$ cat config.mk
export PLATFORM = sky130hd
export DESIGN_NAME = ieee_adder_arbiter
export DESIGN_NICKNAME = d
export VERILOG_FILES = /design/src/rtl/ieee_adder_arbiter.sv
export SDC_FILE = /design/constraint.sdc
export NUM_CORES = 1
export LEC_CHECK = 0
export CAP_MARGIN = 30
export CORE_AREA = 2 2 118 120
export CTS_BUF_LIST = sky130_fd_sc_hd__clkbuf_4
export CTS_CLUSTER_DIAMETER = 30
export CTS_CLUSTER_SIZE = 20
export DETAILED_ROUTE_END_ITERATION = 10
export DIE_AREA = 0 0 120 122
export DONT_BUFFER_PORTS = 1
export PLACE_DENSITY = 0.54
export SLEW_MARGIN = 40
export SYNTH_ARGS = -nofsm -noshare
export SYNTH_HDL_FRONTEND = slang
export SYNTH_SLANG_ARGS = --single-unit
$ cat constraint.sdc
create_clock -name clock_in -period 4.1 [get_ports clock_in]
set_clock_uncertainty 0.15 [all_clocks]
set_input_delay 0.615 -clock clock_in [delete_from_list [all_inputs] [get_ports clock_in]]
set_output_delay 0.615 -clock clock_in [all_outputs]
set_load 0.005 [all_outputs]
$ cat src/rtl/ieee_adder_arbiter.sv
// Round-robin arbiter sharing one pipelined ieee_adder between two requesters, with tag-tracked result return.
// Build option: define ADDER_ARB_FIXED_PRIO_EN to make requester 0 always win contention.
`timescale 1ns/1ps

module ieee_adder_arbiter #(
  parameter int LATENCY = 3,
  parameter int CNT_W   = 16
) (
  input  logic               clock_in,
  input  logic               reset_in,
  input  logic [1:0]         req_valid,
  output logic [1:0]         req_ready,
  input  logic [63:0]        req_a,
  input  logic [63:0]        req_b,
  input  logic [1:0]         req_op,
  output logic [31:0]        adder_a,
  output logic [31:0]        adder_b,
  output logic               adder_op,
  input  logic [31:0]        adder_c,
  output logic [1:0]         resp_valid,
  output logic [31:0]        resp_data,
  output logic [2:0]         inflight,
  output logic [2*CNT_W-1:0] issue_cnt
);

  logic [1:0]       grant;
  logic             transfer;
  logic             sel;
  logic [LATENCY:0] tag_v;
  logic [LATENCY:0] tag_id;
  logic             resp_any;
  logic [CNT_W-1:0] cnt0;
  logic [CNT_W-1:0] cnt1;

`ifndef ADDER_ARB_FIXED_PRIO_EN
  logic last_grant;
`endif

  always_comb begin
    grant = 2'b00;
    if (!reset_in) begin
      unique case (req_valid)
        2'b01:   grant = 2'b01;
        2'b10:   grant = 2'b10;
`ifdef ADDER_ARB_FIXED_PRIO_EN
        2'b11:   grant = 2'b01;
`else
        2'b11:   grant = last_grant ? 2'b01 : 2'b10;
`endif
        default: grant = 2'b00;
      endcase
    end
  end

  assign req_ready = grant;
  assign transfer  = |grant;
  assign sel       = grant[1];

`ifndef ADDER_ARB_FIXED_PRIO_EN
  always_ff @(posedge clock_in) begin
    if (reset_in)      last_grant <= 1'b1;
    else if (transfer) last_grant <= sel;
  end
`endif

  // Operand registers present zeros on idle cycles so the adder sees a quiet bus.
  always_ff @(posedge clock_in) begin
    if (reset_in || !transfer) begin
      adder_a  <= '0;
      adder_b  <= '0;
      adder_op <= 1'b0;
    end else begin
      adder_a  <= sel ? req_a[63:32] : req_a[31:0];
      adder_b  <= sel ? req_b[63:32] : req_b[31:0];
      adder_op <= sel ? req_op[1] : req_op[0];
    end
  end

  // Stage 0 aligns with the operand registers; stage LATENCY aligns with adder_c.
  always_ff @(posedge clock_in) begin
    if (reset_in) begin
      tag_v  <= '0;
      tag_id <= '0;
    end else begin
      tag_v  <= {tag_v[LATENCY-1:0], transfer};
      tag_id <= {tag_id[LATENCY-1:0], sel};
    end
  end

  assign resp_any   = tag_v[LATENCY];
  assign resp_valid = {resp_any & tag_id[LATENCY], resp_any & ~tag_id[LATENCY]};
  assign resp_data  = adder_c;

  always_ff @(posedge clock_in) begin
    if (reset_in) begin
      inflight <= '0;
    end else if (transfer && !resp_any) begin
      inflight <= inflight + 3'd1;
    end else if (!transfer && resp_any) begin
      inflight <= inflight - 3'd1;
    end
  end

  always_ff @(posedge clock_in) begin
    if (reset_in) begin
      cnt0 <= '0;
      cnt1 <= '0;
    end else begin
      if (grant[0]) cnt0 <= cnt0 + 1'b1;
      if (grant[1]) cnt1 <= cnt1 + 1'b1;
    end
  end

  assign issue_cnt = {cnt1, cnt0};

endmodule

=== Yosys cells after proc, flatten, opt, wreduce, memory -nomap -nowiden ===
Cells that the tools add are included.

* Flip-flop bits (word level): 109

* $add $sub $neg: 4
* Equal/unequal tests: 3
* Mux-type cells: 8
* Bitwise operators: 3
* Reduce and logical (&&, ||, !) cells: 7

{| class="wikitable"
|+ Operators with widths
! cell !! number
|-
| $mux W32 || 2
|-
| $add A16 B1 Y16 const B || 2
|-
| $mux W3 || 2
|-
| $pmux W2 S3 || 1
|-
| $eq A2 B2 Y1 const B || 2
|-
| $mux W2 || 2
|-
| $add A3 B1 Y3 const B || 1
|-
| $sub A3 B1 Y3 const B || 1
|-
| $and A1 B1 Y1 || 2
|-
| $eq A2 B1 Y1 const B || 1
|-
| $logic_and A1 B1 Y1 || 2
|-
| $logic_not A1 Y1 || 2
|-
| $reduce_bool A2 Y1 || 1
|-
| $reduce_or A2 Y1 || 1
|-
| $logic_or A1 B1 Y1 || 1
|-
| $mux W1 || 1
|-
| $not A1 Y1 || 1
|}

=== Longest topological paths before layout ===
Gate-level depths: netlist of run 1.

* Word-level depth: 8
* Depth in mapped cells: 13
* Mapped depth without buffers: 10

=== Worst setup path after synthesis of run 1 ===
OpenSTA, ideal clock, no wires.

* Kind: input port to flip-flop
* Start point: input reset_in
* End point: register inflight[2]
* Setup time: 0.070 ns
* Arrival time: 2.636 ns
* Required time: 3.880 ns
* Path slack: 1.243 ns
* Stages on the path: 13
* Cells stage by stage: buf_6 nor2b_4 buf_6 and2_1 buf_2 buf_2 or2_2 ha_1 inv_1 fa_1 xor2_1 or3_1 a21oi_1

* Cells in the longest elaborated chain, start to end: 5
* Elaborated cells between the ends (all ways): 7
* Classes of those cells: mux (2); reduce/logical (5)

{| class="wikitable"
|+ Ends and longest elaborated chain
! element !! RTL line !! text
|-
| start: declaration || 10 || <nowiki>input logic reset_in,</nowiki>
|-
| $mux W2 (*) || 41 || <nowiki>if (!reset_in) begin</nowiki>
|-
| $reduce_or A2 Y1 (*) || 56 || <nowiki>assign transfer = |grant;</nowiki>
|-
| via transfer || 27 || <nowiki>logic transfer;</nowiki>
|-
| $logic_not A1 Y1 || 99 || <nowiki>end else if (!transfer && resp_any) begin</nowiki>
|-
| $logic_and A1 B1 Y1 || 99 ||
|-
| $reduce_bool A2 Y1 (no source line) || n/a ||
|-
| end signal: assignment || 98 || <nowiki>inflight <= inflight + 3'd1;</nowiki>
|-
| end signal: assignment || 100 || <nowiki>inflight <= inflight - 3'd1;</nowiki>
|-
| end: declaration || 22 || <nowiki>output logic [2:0] inflight,</nowiki>
|}

The timed path passes the listed nets; every way through them passes the cells marked *.
A chain may end at the register's enable or synchronous reset.

=== Worst setup path in the final report of run 1 ===
* Start point: register last_grant
* End point: output req_ready[0]

* Cells in the longest elaborated chain, start to end: 3

{| class="wikitable"
|+ Ends and longest elaborated chain
! element !! RTL line !! text
|-
| start: declaration || 36 || <nowiki>logic last_grant;</nowiki>
|-
| start signal: assignment || 62 || <nowiki>else if (transfer) last_grant <= sel;</nowiki>
|-
| $mux W2 || 48 || <nowiki>2'b11: grant = last_grant ? 2'b01 : 2'b10;</nowiki>
|-
| $pmux W2 S3 || 42 || <nowiki>unique case (req_valid)</nowiki>
|-
| $mux W2 || 41 ||
|-
| end: declaration || 12 || <nowiki>output logic [1:0] req_ready,</nowiki>
|}

Every way passes these cells.

==> results of run 1 <==
==> power by group through the flow <==
stage	Sequential, uW	Clock [uW]	Combinational, uW
2_1_floorplan	1160	0	125
3_3_place_gp	1180	0	98.7
3_5_place_dp	1180	0	105
4_1_cts	1160	509	114
5_1_grt	1170	547	127
6_report	1160	481	113
==> area by class of cell <==
type / count / area, um2
fillers: 1430 / 9370
clock inverters: 6 / 40.0
inverters: 5 / 18.8
clock buffers: 9 / 67.6
flip-flops and latches: 109 / 2180
multi-input cells: 219 / 1560
well taps: 180 / 225
repair buffers: 4 / 45.0
==> critical path, delay by kind of cell, from the launching register on <==
| kind | cells | cell delay [ps] |
|---|---|---|
| simple gates | 3 | 620 |
| buf+inv | 1 | 540 |
| flops | 1 | 380 |
==> per-layer routing <==
metal | vias to the layer above | share of wire
met5 | - | 0
li1 | 1274 | -
met4 | 0 | 0.019
met3 | 12 | 0.11
met2 | 145 | 0.49
met1 | 1301 | 0.38
==> sequential cells by signal (all words and copies together) (netlist names) <==
signal,flops
cnt1,16
adder_op,1
tag_v,4
inflight,3
last_grant,1
adder_a,32
tag_id,4
adder_b,32
cnt0,16
==> metrics by stage <==
stage                     utilization  std cells  cell area, um2
after floorplan                     -        389            4130
after global placement          0.296        515            4000
after detailed placement        0.296        515            4000
after CTS                       0.306        532            4140
after global routing            0.306        532            4140
final                           0.306        532            4140
==> worst max-delay path by stage <==
stage | endpoint | slack, ps | cells past startpoint
global route | req_ready[0] | 1060 | 4
detailed placement | inflight[2] | 1390 | 10
finish | req_ready[0] | 1290 | 4
floorplan | inflight[2] | 1240 | 13
CTS | req_ready[0] | 1220 | 4
global placement | inflight[2] | 1490 | 10
==> cell usage after synthesis, drive strengths merged (3+ instances only) <==
| cell | count | share of area |
|---|---|---|
| nor2b | 8 | 0.014 |
| and4 | 4 | 0.0091 |
| and2 | 7 | 0.011 |
| or4 | 3 | 0.0055 |
| xor2 | 14 | 0.030 |
| inv | 5 | 0.0045 |
| nand3 | 9 | 0.012 |
| a21oi | 16 | 0.019 |
| buf | 51 | 0.087 |
| a22o | 65 | 0.14 |
| nand2b | 4 | 0.0061 |
| or3 | 12 | 0.018 |
| o21ai | 14 | 0.017 |
| o31ai | 3 | 0.0055 |
| and3 | 4 | 0.0064 |
| clkbuf | 5 | 0.0045 |
| dfxtp | 109 | 0.53 |
| nand2 | 10 | 0.0097 |
| nand4 | 13 | 0.025 |
| nor2 | 21 | 0.019 |
| ha | 3 | 0.0091 |
==> cells by family (layout without fill, tap and decap cells) <==
group                      after synthesis  after routing  synth area share
AOI/OAI and AO/OA                       98             98             0.180
adders and majority gates                4              4            0.0139
and+or+nand+nor                         98             98             0.140
buffers and inverters                   61             24            0.0961
xor gates and xnor gates                16             16            0.0340
DFF                                    109            109             0.529
muxes                                    3              3           0.00758
==> metrics.cfg, run 1 <==
[clock_tree]
path_clk_slew_ps = 160
cts-root-buf = clkbuf_4
tritoncts = built
cts_made_buffers = 9
ctsResizeCount = 0
numClockSinks = 109
clockBufferDepth = 2
insertion_delay_ps = 470
cts_setup_buffers = 0
htreeDepth = 3
postCtsHoldBufs = 2

[timing]
finalHoldViolations = 0
finalCriticalPeriod_ps = 2810
setup_violations = 0
fin_setup_tns_ps = 0
setup_ws_ps = 1290
finalCritPeriodShare = 0.684
whs_ps = 86.0
finalMaxSlewViolations = 0
worst_pin_slew_ps = 739
fmax_mhz = 356
max_slew_margin = 0.507
rsz0062_at_grt = false

[floorplanning]
io_pins = 302
dieArea_um2 = 14600
num_rows = 43
dieHeight_um = 122
coreArea_um2 = 13500
start_util = 0.306
die_width_um = 120

[status]
status = finished clean

[min_path]
hold_path.class = in2reg
holdPathEnd = last_grant
min_from = reset_in
whs_path_depth = 1

[synthesis]
syn_nets = 559
syn_area_per_cell_um2 = 10.6
synth_edf_count = 0
synthCells = 389
synth-async-reset-ratio = 0
seq_area_frac_synth = 0.529
netlist_area_um2 = 4130
ys_types = 37
synth-main-ff-cell = dfxtp_1
yosys_warnings = 0
synth-seq-cells = 109

[placed_design]
pre_cts_slack_ps = 1390
portBuffers = 0
hpwlAfterDp_um = 8060
globalplace.congestion = 0.761

[global_route]
grt_pass1_vias = 2602
gr-max-usage-layer = met2
met1_usage = 0.160
grt_usage = 0.142
grt_pass1_wl_um = 15500
grt_antenna_before_repair = 0
met3_usage = 0.0651
met2_usage = 0.230
grt_max_degree = 71
gr-total-overflow = 0

[drt]
via_count = 2732
wl_per_cell_um = 20.6
first_pass_iters = 4
viasPerCell = 5.14
wl_um = 11000
drc = 0
drt-initial-drc-count = 135
antenna_left = 0

[setup_path]
startpoint_type = register
worstPathCellList = nand2b_1 > nand2_1 > nor2_4 > buf_4
reg2reg_slack_ps = 1580
cp_slowest_cell = buf_4
crit-reg2reg-launch = last_grant
path_class = reg2out
crit_path_end_kind = output port
regToRegEndpoint = inflight[2]
cp_max_fo = 67
worst-r2r-cell-count = 10
cp.arrival_ps = 2040
required_ps = 3340
startpoint = last_grant
slowest_delay_ps = 540

[pwr]
ir_worst_vdd_v = 0.000148
p_int_uw = 1290
pwr-share-comb = 0.064
powerDensity_nw_per_um2 = 423
swShare = 0.262
power.switching_uw = 459
power.leakage_uw = 0.00154
finalPower_uw = 1750
pwr-share-clk = 0.275
p_seq_frac = 0.661

[run]
max_cap_violations = 0

[finish]
antennaDiodeCount = 0
drive_gt1_frac = 0.0852
final_cell_mix = dfxtp_1, a22o_1, nor2_1
layout_commonest_cell = dfxtp_1
area_delta_synth_final_pct = 0.212
nets = 518

Note: power is estimated with default switching activity, not from simulation.
==> run 2, diff against run 1 <==
Clock period 4.1 ns to 2.75 ns, I/O delays scaled along.
==> metrics.cfg, run 2 <==
[synthesis]
synthCells = 389  ; unchanged
synth-seq-cells = 109  ; unchanged
netlist_area_um2 = 4130  ; unchanged
yosys_warnings = 0  ; unchanged
netlist.area_leader.share = 0.529  ; unchanged
ys_types = 37  ; unchanged
syn_nets = 559  ; unchanged
synth_area_leaders = dfxtp_1, a22o_1, buf_4  ; unchanged
netlist_top_cells_count = dfxtp_1, a22o_1, buf_4, nor2_1, a21oi_1  ; unchanged
seq_area_frac_synth = 0.529  ; unchanged
syn_area_per_cell_um2 = 10.6  ; unchanged
synth-main-ff-cell = dfxtp_1  ; unchanged
synth_edf_count = 0  ; unchanged
yosysMostFrequentCell = dfxtp_1  ; unchanged
synth-async-reset-ratio = 0  ; unchanged
yosysTopAreaCell = dfxtp_1  ; unchanged

[floorplanning]
io_pins = 302  ; unchanged
dieHeight_um = 122  ; unchanged
die_width_um = 120  ; unchanged
start_util = 0.306  ; unchanged
num_rows = 43  ; unchanged

[clock_tree]
clockBufferDepth = 2  ; unchanged
ctsResizeCount = 0  ; unchanged
cts_setup_buffers = 0  ; unchanged
htreeDepth = 3  ; unchanged
cts_made_buffers = 9  ; unchanged
numClockSinks = 109  ; unchanged
cts-root-buf = clkbuf_4  ; unchanged
postCtsHoldBufs = 107  ; was 2

[placed_design]
hpwlAfterDp_um = 7830  ; was 8060 um
dp.cells = 516  ; was 515
placed_area_um2 = 4010  ; was 4000 um2
portBuffers = 0  ; unchanged
globalplace.congestion = 0.759  ; was 0.761

[status]
stop_error = [ERROR RSZ-0060] Max buffer count reached.
lastStage = clock tree synthesis
status = did not finish  ; was finished clean

==> run 2: cell counts after synthesis <==
Identical to the previous run, type by type.
==> run 2: cells by family after synthesis <==
group                    share of synthesized area
flip-flops                                   0.529
AO/OA/AOI/OAI                                0.180
AND/OR/NAND/NOR                              0.140
buffers and inverters                       0.0961
XOR/XNOR                                    0.0340
adder cells (fa/ha/maj)                     0.0139
multiplexers                               0.00758
==> run 2: through the flow <==
stage | hold slack, ps | setup WS, ps
after floorplan | 264 | 95.8
after global placement | 268 | 440
after detailed placement | 273 | 377
==> run 3, diff against run 2 <==
Settings changed: CTS_BUF_LIST sky130_fd_sc_hd__clkbuf_4 to unset, CTS_CLUSTER_DIAMETER 30 to unset, CTS_CLUSTER_SIZE 20 to unset, PLACE_DENSITY 0.54 to unset, PLACE_DENSITY_LB_ADDON set to 0.15.
==> metrics.cfg, run 3 (same netlist as run 1, synthesis figures left out) <==
[timing]
finalCritPeriodShare = 0.815
finalHoldViolations = 0
setup_violations = 0
worst_pin_slew_ps = 720
finalMaxSlewViolations = 0
fmax_mhz = 446
finalCriticalPeriod_ps = 2240
rsz0062_at_grt = false
fin_setup_tns_ps = 0
max_slew_margin = 0.520

[clock_tree]
cts_setup_buffers = 0  ; unchanged
tritoncts = built
htreeDepth = 3  ; unchanged
numClockSinks = 109  ; unchanged
ctsResizeCount = 0  ; unchanged
insertion_delay_ps = 350
cts-root-buf = clkbuf_16  ; was clkbuf_4
postCtsHoldBufs = 1  ; was 107
path_clk_slew_ps = 80
cts_made_buffers = 9  ; unchanged
clockBufferDepth = 2  ; unchanged

[drt]
drt-initial-drc-count = 108
antenna_left = 0
viasPerCell = 5.18
wl_um = 11600
first_pass_iters = 4
wl_per_cell_um = 21.8
drc = 0
via_count = 2761

[pwr]
ir_worst_vdd_v = 0.000288
finalPower_uw = 3190
powerDensity_nw_per_um2 = 738
power.leakage_uw = 0.00164

[setup_path]
cp_max_fo = 3
path_class = reg2reg
regToRegEndpoint = inflight[2]
startpoint_type = register
crit_path_end_kind = register
slowest_delay_ps = 370
worst-r2r-cell-count = 10
cp_slowest_cell = fa_1
crit_cells = 10
crit-reg2reg-launch = last_grant
cp.arrival_ps = 2380
worst-path-buf-inv = 1
endpoint = inflight[2]
reg2reg_slack_ps = 510
startpoint = last_grant
worstPathCellList = nand2b_1 > nand2_1 > nor2_4 > or2_2 > ha_1 > inv_1 > fa_1 > xor2_1 > or3_1 > a21oi_1
required_ps = 2890
critical_path.top_delay_family = simple AND/OR/NAND/NOR gates

[placed_design]
portBuffers = 0  ; unchanged
globalplace.congestion = 0.752  ; was 0.759
hpwlAfterDp_um = 8960  ; was 7830 um

[floorplanning]
io_pins = 302  ; unchanged
dieHeight_um = 122  ; unchanged
num_rows = 43  ; unchanged
coreArea_um2 = 13500
start_util = 0.306  ; unchanged
dieArea_um2 = 14600
die_width_um = 120  ; unchanged

[global_route]
grt_pass1_wl_um = 16000
grt_max_degree = 71
gr-total-overflow = 0
grt_usage = 0.151
grt_antenna_before_repair = 0
grt_pass1_vias = 2555

[finish]
nets = 518
reg_top3 = adder_a x32, adder_b x32
seq_area_um2 = 2180
n_fill_cell = 1384
drive_gt1_frac = 0.0935
final_cell_mix = dfxtp_1, a22o_1, nor2_1
antennaDiodeCount = 0
multi_input_area_um2 = 1560
layout_commonest_cell = dfxtp_1
area_delta_synth_final_pct = 4.82

[min_path]
hold_path.class = in2reg

[status]
status = finished clean  ; was did not finish

[run]
max_cap_violations = 0

## run 3: metal layers
layer	track usage	wire (um)
met5	0	0
met4	0.0779	272
met3	0.114	1960
met2	0.216	5150
met1	0.163	4250
## run 3: through the flow
stage | std cells | hold slack, ps | utilization | worst slack (ps) | instance area (um2)
2_1_floorplan | 389 | 264 | - | 95.8 | 4130
3_3_place_gp | 516 | 270 | 0.297 | 433 | 4010
3_5_place_dp | 516 | 275 | 0.297 | 384 | 4010
4_1_cts | 533 | 9.62 | 0.320 | 487 | 4330
5_1_grt | 533 | 16.2 | 0.320 | 330 | 4330
6_report | 533 | 30.8 | 0.320 | 510 | 4330
## run 3: cell type report
cell class              count  area share
clock buffers               9      0.0521
flip-flops and latches    109       0.504
well taps                 180      0.0521
multi-input cells         219       0.360
inverters                   5     0.00434
clock inverters             7      0.0174
repair buffers              4     0.00983
## run 3: how the worst min path moves through the flow
stage | start | to | cells after the start
floorplan | tag_id[0] | tag_id[1] | 1
finish | req_b[58] | adder_b[26] | 1
CTS | req_b[32] | adder_b[0] | 1
global route | req_a[59] | adder_a[27] | 1
global placement | tag_v[1] | tag_v[2] | 1
detailed placement | tag_v[1] | tag_v[2] | 1
## run 3: power by group
group / switching (uW) / leakage [uW] / internal [uW]
clock network: 654 / 0.000150 / 651
registers: 61.8 / 0.000895 / 1660
logic: 85.4 / 0.000594 / 82.0
==> edit: new RTL, config.mk and constraints of run 3 <==
Register the output `issue_cnt`, with the module's reset; this adds one clock of latency there. The other outputs are not delayed to match.
--- a/src/rtl/ieee_adder_arbiter.sv
+++ b/src/rtl/ieee_adder_arbiter.sv
@@ -113,3 +113,9 @@
 
-  assign issue_cnt = {cnt1, cnt0};
+  always_ff @(posedge clock_in) begin
+    if (reset_in) begin
+      issue_cnt <= '0;
+    end else begin
+      issue_cnt <= {cnt1, cnt0};
+    end
+  end
 
Check against the original RTL: not equivalent (Yosys sat finds a counterexample within 4 cycles, from zero or initial values and one cycle with reset_in high).
==> edit against run 3 <==
  * The flow now stops in clock tree synthesis (4_1_cts)
  * Area after synthesis is 19% higher
==> edit: results <==
[outcome]
outcome = did not finish
lastStage = clock tree synthesis (4_1_cts)
error = [ERROR RSZ-0060] Max buffer count reached.

[yosys]
synth-seq-cells = 141
synth-async-reset-ratio = 0
synthCells = 453
synthesis.nets = 623
ys_seq_area_frac = 0.573
yosys_warnings = 0
yosys-top-cells-count = dfxtp_1 (141), a22o_1 (65), nor2b_1 (35)
synth_cell_types = 34
synth_area_leaders = dfxtp_1 (57%), a22o_1 (12%), buf_4 (5.2%), nor2b_1 (4.4%), mux2_2 (2.7%)

[place]
pre_cts_slack_ps = 405
placed_cells = 581
numPortBuffers = 0
gp_congestion = 0.758
post-dp-hpwl_um = 9370

[clock_tree]
postCtsSetupBuffers = 0
cts_root_buf = clkbuf_16
cts_buffer_depth = 2
numCtsBuffers = 17
htreeDepth = 4
post_cts_resized = 0
ctsHoldBuffers = 123
==> edit: cell types whose count changed after synthesis, sizes merged, moves of 6 or more <==
cell   delta
dfxtp    +32
nor2b    +28
a21oi    -12
mux2     +11
nand2    +11
or3       -9
nor2      +6
==> edit: logic make-up after synthesis <==
family / Yosys count / share of synthesized area
xor gates and xnor gates: 12 / 0.0213
buffers and inverters: 65 / 0.0790
DFF: 141 / 0.573
muxes: 13 / 0.0294
adders and majority gates: 4 / 0.0117
and+or+nand+nor: 138 / 0.155
AOI/OAI and AO/OA: 80 / 0.131
==> edit: per-stage QoR <==
step	cell area (um^2)	util
floorplan	4930	-
global placement	4840	0.358
detailed placement	4840	0.358
